==> src/rtl/pm_update4_pkg.sv <==
// Shared decoder definitions: default metric/LLR widths, list size and the
// saturation ceiling used by the path-metric update and by Sorter4.
package pm_update4_pkg;

    localparam int PM_WIDTH_DEF  = 8;
    localparam int LLR_WIDTH_DEF = 6;
    localparam int LIST_SIZE     = 4;

    // Largest unsigned path metric for a given width (all-ones).
    function automatic int unsigned pm_max_of(input int w);
        return (32'd1 << w) - 32'd1;
    endfunction

endpackage

==> src/rtl/pm_update4_cas.sv <==
// Compare-and-swap cell: routes the smaller operand to lo, the larger to hi.
// Equal operands keep their order, so the sort stays stable.
module pm_update4_cas #(
    parameter int W = 8
) (
    input  logic [W-1:0] a,
    input  logic [W-1:0] b,
    output logic [W-1:0] lo,
    output logic [W-1:0] hi
);

    logic swap;

    // Swap only when b is strictly smaller than a.
    always_comb begin
        swap = (b < a);
        lo   = swap ? b : a;
        hi   = swap ? a : b;
    end

endmodule

==> src/rtl/pm_update4.sv <==
// Path-metric update for a list-4 SC decoder. Information bits produce eight
// candidate metrics handed to Sorter4, whose four survivors are written back.
// Frozen bits update the metrics in place and re-sort them with a 4-cycle
// odd-even transposition network built from two CAS cells.
//
// Handshakes: a transfer happens on a rising edge where both valid and ready
// are high; a valid, once raised, holds its payload until that edge.
// pm_wb_valid has no ready: it is only honoured while waiting for write-back.
module pm_update4
    import pm_update4_pkg::*;
#(
    parameter int PM_WIDTH  = PM_WIDTH_DEF,
    parameter int LLR_WIDTH = LLR_WIDTH_DEF
) (
    input  logic                         clk,
    input  logic                         rst,
    input  logic                         start,
    input  logic                         in_valid,
    output logic                         in_ready,
    input  logic                         frozen_in,
    input  logic [LLR_WIDTH*4-1:0]       llr_in,
    output logic [PM_WIDTH*8-1:0]        cand_out,
    output logic                         cand_valid,
    input  logic                         cand_ready,
    input  logic [PM_WIDTH*4-1:0]        pm_wb_in,
    input  logic                         pm_wb_valid,
    output logic [PM_WIDTH*4-1:0]        pm_out,
    output logic [2:0]                   state_dbg
);

    localparam int L  = LIST_SIZE;
    localparam int SW = ((PM_WIDTH > LLR_WIDTH) ? PM_WIDTH : LLR_WIDTH) + 1;
    localparam logic [PM_WIDTH-1:0] PM_MAX = PM_WIDTH'(pm_max_of(PM_WIDTH));

    localparam logic [2:0] IDLE    = 3'd0;
    localparam logic [2:0] CAND    = 3'd1;
    localparam logic [2:0] WAIT_WB = 3'd2;
    localparam logic [2:0] SORT0   = 3'd3;
    localparam logic [2:0] SORT1   = 3'd4;
    localparam logic [2:0] SORT2   = 3'd5;
    localparam logic [2:0] SORT3   = 3'd6;

    // Ascending-order order packing: index 0 lands in the MSB slice.
    logic [0:L-1][PM_WIDTH-1:0]    pm_q, pm_d, pm_init, pm_wb_v;
    logic [0:2*L-1][PM_WIDTH-1:0]  cand_q, cand_d;
    logic [0:L-1][LLR_WIDTH-1:0]   llr_v, neg_v;
    logic [0:L-1][LLR_WIDTH-2:0]   pen;
    logic [0:L-1][PM_WIDTH-1:0]    pm_pen;
    logic [2:0]                    state_q, state_d;
    logic                          cand_valid_q, cand_valid_d;
    logic                          in_ready_q;
    logic                          even_phase;
    logic [PM_WIDTH-1:0]           cas_a_a, cas_a_b, cas_a_lo, cas_a_hi;
    logic [PM_WIDTH-1:0]           cas_b_lo, cas_b_hi;

    assign llr_v   = llr_in;
    assign pm_wb_v = pm_wb_in;
    assign pm_init = {{PM_WIDTH{1'b0}}, PM_MAX, PM_MAX, PM_MAX};

    function automatic logic [PM_WIDTH-1:0] sat_add(input logic [PM_WIDTH-1:0] a,
                                                    input logic [LLR_WIDTH-2:0] b);
        logic [SW-1:0] s;
        s = SW'(a) + SW'(b);
        return (s > SW'(PM_MAX)) ? PM_MAX : s[PM_WIDTH-1:0];
    endfunction

    // Penalty |llr| per path; the most-negative code clips to the largest positive.
    always_comb begin
        for (int l = 0; l < L; l++) begin
            neg_v[l] = ~llr_v[l] + {{(LLR_WIDTH-1){1'b0}}, 1'b1};
            if (!llr_v[l][LLR_WIDTH-1])
                pen[l] = llr_v[l][LLR_WIDTH-2:0];
            else if (llr_v[l] == {1'b1, {(LLR_WIDTH-1){1'b0}}})
                pen[l] = '1;
            else
                pen[l] = neg_v[l][LLR_WIDTH-2:0];
            pm_pen[l] = sat_add(pm_q[l], pen[l]);
        end
    end

    // Sort network wiring: even phases sort (0,1)/(2,3), odd phases sort (1,2).
    always_comb begin
        even_phase = (state_q == SORT0) || (state_q == SORT2);
        cas_a_a    = even_phase ? pm_q[0] : pm_q[1];
        cas_a_b    = even_phase ? pm_q[1] : pm_q[2];
    end

    pm_update4_cas #(.W(PM_WIDTH)) u_cas_a (
        .a  (cas_a_a),
        .b  (cas_a_b),
        .lo (cas_a_lo),
        .hi (cas_a_hi)
    );

    pm_update4_cas #(.W(PM_WIDTH)) u_cas_b (
        .a  (pm_q[2]),
        .b  (pm_q[3]),
        .lo (cas_b_lo),
        .hi (cas_b_hi)
    );

    // Next-state and datapath selection; start overrides every other event.
    always_comb begin
        state_d      = state_q;
        pm_d         = pm_q;
        cand_d       = cand_q;
        cand_valid_d = cand_valid_q;
        if (start) begin
            state_d      = IDLE;
            pm_d         = pm_init;
            cand_valid_d = 1'b0;
        end else begin
            case (state_q)
                IDLE: begin
                    if (in_valid) begin
                        if (frozen_in) begin
                            for (int l = 0; l < L; l++)
                                pm_d[l] = llr_v[l][LLR_WIDTH-1] ? pm_pen[l] : pm_q[l];
                            state_d = SORT0;
                        end else begin
                            for (int l = 0; l < L; l++) begin
                                cand_d[2*l]   = pm_q[l];
                                cand_d[2*l+1] = pm_pen[l];
                            end
                            cand_valid_d = 1'b1;
                            state_d      = CAND;
                        end
                    end
                end
                CAND: begin
                    if (cand_ready) begin
                        cand_valid_d = 1'b0;
                        state_d      = WAIT_WB;
                    end
                end
                WAIT_WB: begin
                    if (pm_wb_valid) begin
                        pm_d    = pm_wb_v;
                        state_d = IDLE;
                    end
                end
                SORT0, SORT2: begin
                    pm_d[0] = cas_a_lo;
                    pm_d[1] = cas_a_hi;
                    pm_d[2] = cas_b_lo;
                    pm_d[3] = cas_b_hi;
                    state_d = (state_q == SORT0) ? SORT1 : SORT3;
                end
                SORT1, SORT3: begin
                    pm_d[1] = cas_a_lo;
                    pm_d[2] = cas_a_hi;
                    state_d = (state_q == SORT1) ? SORT2 : IDLE;
                end
                default: begin
                    state_d = IDLE;
                end
            endcase
        end
    end

    // State, metric, candidate and ready registers.
    always_ff @(posedge clk or posedge rst) begin
        if (rst) begin
            state_q      <= IDLE;
            pm_q         <= pm_init;
            cand_q       <= '0;
            cand_valid_q <= 1'b0;
            in_ready_q   <= 1'b1;
        end else begin
            state_q      <= state_d;
            pm_q         <= pm_d;
            cand_q       <= cand_d;
            cand_valid_q <= cand_valid_d;
            in_ready_q   <= (state_d == IDLE);
        end
    end

    assign in_ready   = in_ready_q;
    assign cand_out   = cand_q;
    assign cand_valid = cand_valid_q;
    assign pm_out     = pm_q;
    assign state_dbg  = state_q;

endmodule

==> config.mk <==
export PLATFORM = sky130hd
export DESIGN_NAME = pm_update4
export DESIGN_NICKNAME = d
export VERILOG_FILES = /design/src/rtl/pm_update4_pkg.sv /design/src/rtl/pm_update4_cas.sv /design/src/rtl/pm_update4.sv
export SDC_FILE = /design/constraint.sdc
export NUM_CORES = 1
export LEC_CHECK = 0
export BUFFER_PORTS_ARGS = -buffer_cell sky130_fd_sc_hd__buf_4
export CELL_PAD_IN_SITES_DETAIL_PLACEMENT = 1
export CELL_PAD_IN_SITES_GLOBAL_PLACEMENT = 2
export CORE_MARGIN = 1.5
export CORE_UTILIZATION = 36
export CTS_BUF_LIST = sky130_fd_sc_hd__clkbuf_2
export DETAILED_ROUTE_END_ITERATION = 8
export PLACE_DENSITY = 0.87
export RECOVER_POWER = 25
export SLEW_MARGIN = 20
export SYNTH_ARGS = -nofsm -noshare
export SYNTH_HDL_FRONTEND = slang
export SYNTH_SLANG_ARGS = --single-unit
==> constraint.sdc <==
create_clock -name clk -period 9.59 [get_ports clk]
set_clock_uncertainty 0.1 [all_clocks]
set_input_delay 0.959 -clock clk [delete_from_list [all_inputs] [get_ports clk]]
set_output_delay 0.959 -clock clk [all_outputs]
set_load 0.02 [all_outputs]
==> out/qor.csv <==
stage;metric;value;unit
layout;multi_input_area;4312;um^2
synthesis;ys_seq_elements;101;
synthesis;synth.most_common_cell;nand2_1;
hold_path;min_from;cand_out[5]$_DFFE_PP0P_;
die;die_y;145.3;um
place;io_buffers;163;
hold_path;worstHoldEndpoint;cand_out[5]$_DFFE_PP0P_;
global_routing;grt_pass1_vias;7257;
worst_setup_path;required;9.56;ns
worst_setup_path;path_class;in -> async;
worst_setup_path;cp_max_fo;61;
die;io_pins;164;
cts;cts_tree;built;
global_routing;grt_max_degree;85;
drt;routedWlPerCell;20.60;um
layout;drive_above_1_share;24.22;%
cts;cts_buffers;9;
worst_setup_path;end_kind;async pin;
worst_setup_path;r2r_cells;12;
drt;vias_per_cell;5.635;
synthesis;synthArstFlopShare;100.0;%
drt;route.vias.total;7128;
sta;slew_headroom;-125.6;%
cts;clock_latency;0.65;ns
power;power_density;295.3;nW/um^2
die;dieArea;21100;um^2
power;p_leak;4.041;nW
sta;setup_slack;4.819;ns
die;rows;51;
sta;timing.final.crit_share;49.75;%
cts;clk_pin_slew;0.32;ns
run_status;status;finished, violations left;
synthesis;synth_edf_count;0;
layout;fill_cells;2435;
synthesis;synth_area;7287;um^2
run_status;violations;capacitance limit, slew limit;
cts;h-tree-depth;3;
synthesis;synthCells;869;
layout;fin_nets;1103;
synthesis;yosysTopAreaCellShare;26.10;%
synthesis;seq_area_frac_synth;35.11;%
power;ir_drop;0.09951;mV
sta;worst_pin_slew;3.384;ns
global_routing;grt_pass1_wl;41060;um
synthesis;yosysWarnings;0;
flow_run;cap_violations;2;
synthesis;syn_nets;978;
worst_setup_path;cp-start-kind;primary input;
worst_setup_path;worstPathArrival;4.74;ns
synthesis;synth_ff_type;dfrtp_1;
sta;max_freq;209.6;MHz
global_routing;grt_overflow;0;
die;coreArea;19650;um^2
place;hpwl;19710;um
global_routing;antenna_found_initial;2;
sta;setup_viol;0;
drt;drt-initial-drc-count;319;
drt;ant_nets;0;
worst_setup_path;r2r_start;state_dbg[2]$_DFF_PP0_;
sta;finalHoldViolCount;0;
die;die_w;145.3;um
synthesis;synth_area_leaders;dfrtp_1, dfstp_2, nand2_1;
synthesis;synth.distinct_cells;75;
layout;syn2layout_area_growth;19.97;%
sta;period_needed;4.771;ns
synthesis;synth_common_cells;nand2_1, dfrtp_1, o21ai_0;
layout;seq_area;2559;um^2
place;post-place-ws;5.012;ns
global_routing;gr-usage-all-layers;24.64;%
drt;wirelength;26060;um
drt;first_pass_iters;5;
cts;cts_setup_buffers;0;
hold_path;hold_path_class;reg -> reg;
sta;drv_slew;104;
cts;cts_buffer_depth;2;
synthesis;synth.avg_cell_area;8.385;um^2
cts;cts.sinks;101;
synthesis;yosysTopAreaCell;dfrtp_1;
sta;rsz0062_at_grt;false;
worst_setup_path;worst_r2r_endpoint;pm_out[10]$_DFFE_PP1P_;
hold_path;whs_path_depth;2;
cts;cts-root-buf;clkbuf_2;
drt;drc;0;
place;routabilityCongestion;0.8913;
sta;setup_tns;0;ns
cts;cts.repair.resized;0;
cts;holdBufCountCts;0;
worst_setup_path;r2r_slack;5.05;ns
die;start_util;37.08;%
-- worst max-delay path, stage by stage --
cell and delay (ns):
clkbuf_4 0.11, clkinvlp_2 1.15, clkbuf_1 2.47
-- power by group --
part	internal, W	switching [W]	total (W)
Clock	0.0000645	0.000171	0.000236
Combinational	0.000579	0.000959	0.00154
Sequential	0.000609	0.000198	0.000807
-- how the worst max path moves through the flow --
stage | startpoint | depth (start not counted) | to
after floorplan | llr_in[0] | 14 | cand_out[6]$_DFFE_PP0P_
after global placement | state_dbg[2]$_DFF_PP0_ | 11 | pm_out[13]$_DFFE_PP1P_
after global routing | rst | 3 | pm_out[28]$_DFFE_PP0P_
after detailed placement | state_dbg[2]$_DFF_PP0_ | 11 | pm_out[13]$_DFFE_PP1P_
final | rst | 3 | pm_out[26]$_DFFE_PP0P_
after CTS | state_dbg[2]$_DFF_PP0_ | 12 | pm_out[10]$_DFFE_PP1P_
-- through the flow --
stage | power, W | hold WS, ns | utilization (%) | cells | area [um^2]
2_1_floorplan | 0.001757 | 0.4447 | - | 869 | 7287
3_5_place_dp | 0.002344 | 0.3627 | 43.84 | 1248 | 8617
6_report | 0.002581 | 0.4161 | 44.48 | 1265 | 8742
3_3_place_gp | 0.002317 | 0.3619 | 43.84 | 1248 | 8617
4_1_cts | 0.002585 | 0.1951 | 44.48 | 1264 | 8742
5_1_grt | 0.002765 | 0.4433 | 44.48 | 1265 | 8742
-- cell type report --
type                       count  area share, %
inverter                      39          1.689
clock inverter                 7         0.9160
timing repair buffer         169          14.47
clock buffer                   9         0.5152
multi-input combinational    674          49.32
sequential                   101          29.27
antenna                        1        0.02862
tap                          265          3.793
-- logic make-up after synthesis --
kind of cell	Yosys count	share of synthesized area, %
and+or+nand+nor	331	20.93
adders and majority gates	46	8.310
AOI/OAI and AO/OA	255	24.07
buffers and inverters	94	5.752
DFF	101	35.11
xor gates and xnor gates	20	2.661
muxes	22	3.159
-- state kept, by name (all words and copies together), names as in the netlist --
register	flops
in_ready	1
state_dbg	3
pm_out	32
cand_out	64
cand_valid	1
-- layout by cell type (no fill, tap or decap), types with 9 or more instances in the layout --
cell type and count:
nand2_1 168, buf_4 167, dfrtp_1 76, o21ai_0 71, nor2_1 55, ha_1 42
a21oi_1 38, inv_1 38, nand3_1 30, dfstp_2 25, a31oi_1 23, a221oi_1 16
nor3_1 14, mux2i_1 14, o211ai_1 13, xnor2_1 11, a211oi_1 11, o31ai_1 10
clkbuf_2 9
-- routing by layer --
metal	vias up	GRT usage, %	wire [um]
met5	-	0	0
met2	191	40.29	12430
met4	0	6.327	311
met1	3526	34.02	12050
li1	3393	-	-
met3	18	3.585	1267
Note: power is estimated with default switching activity, not from simulation.
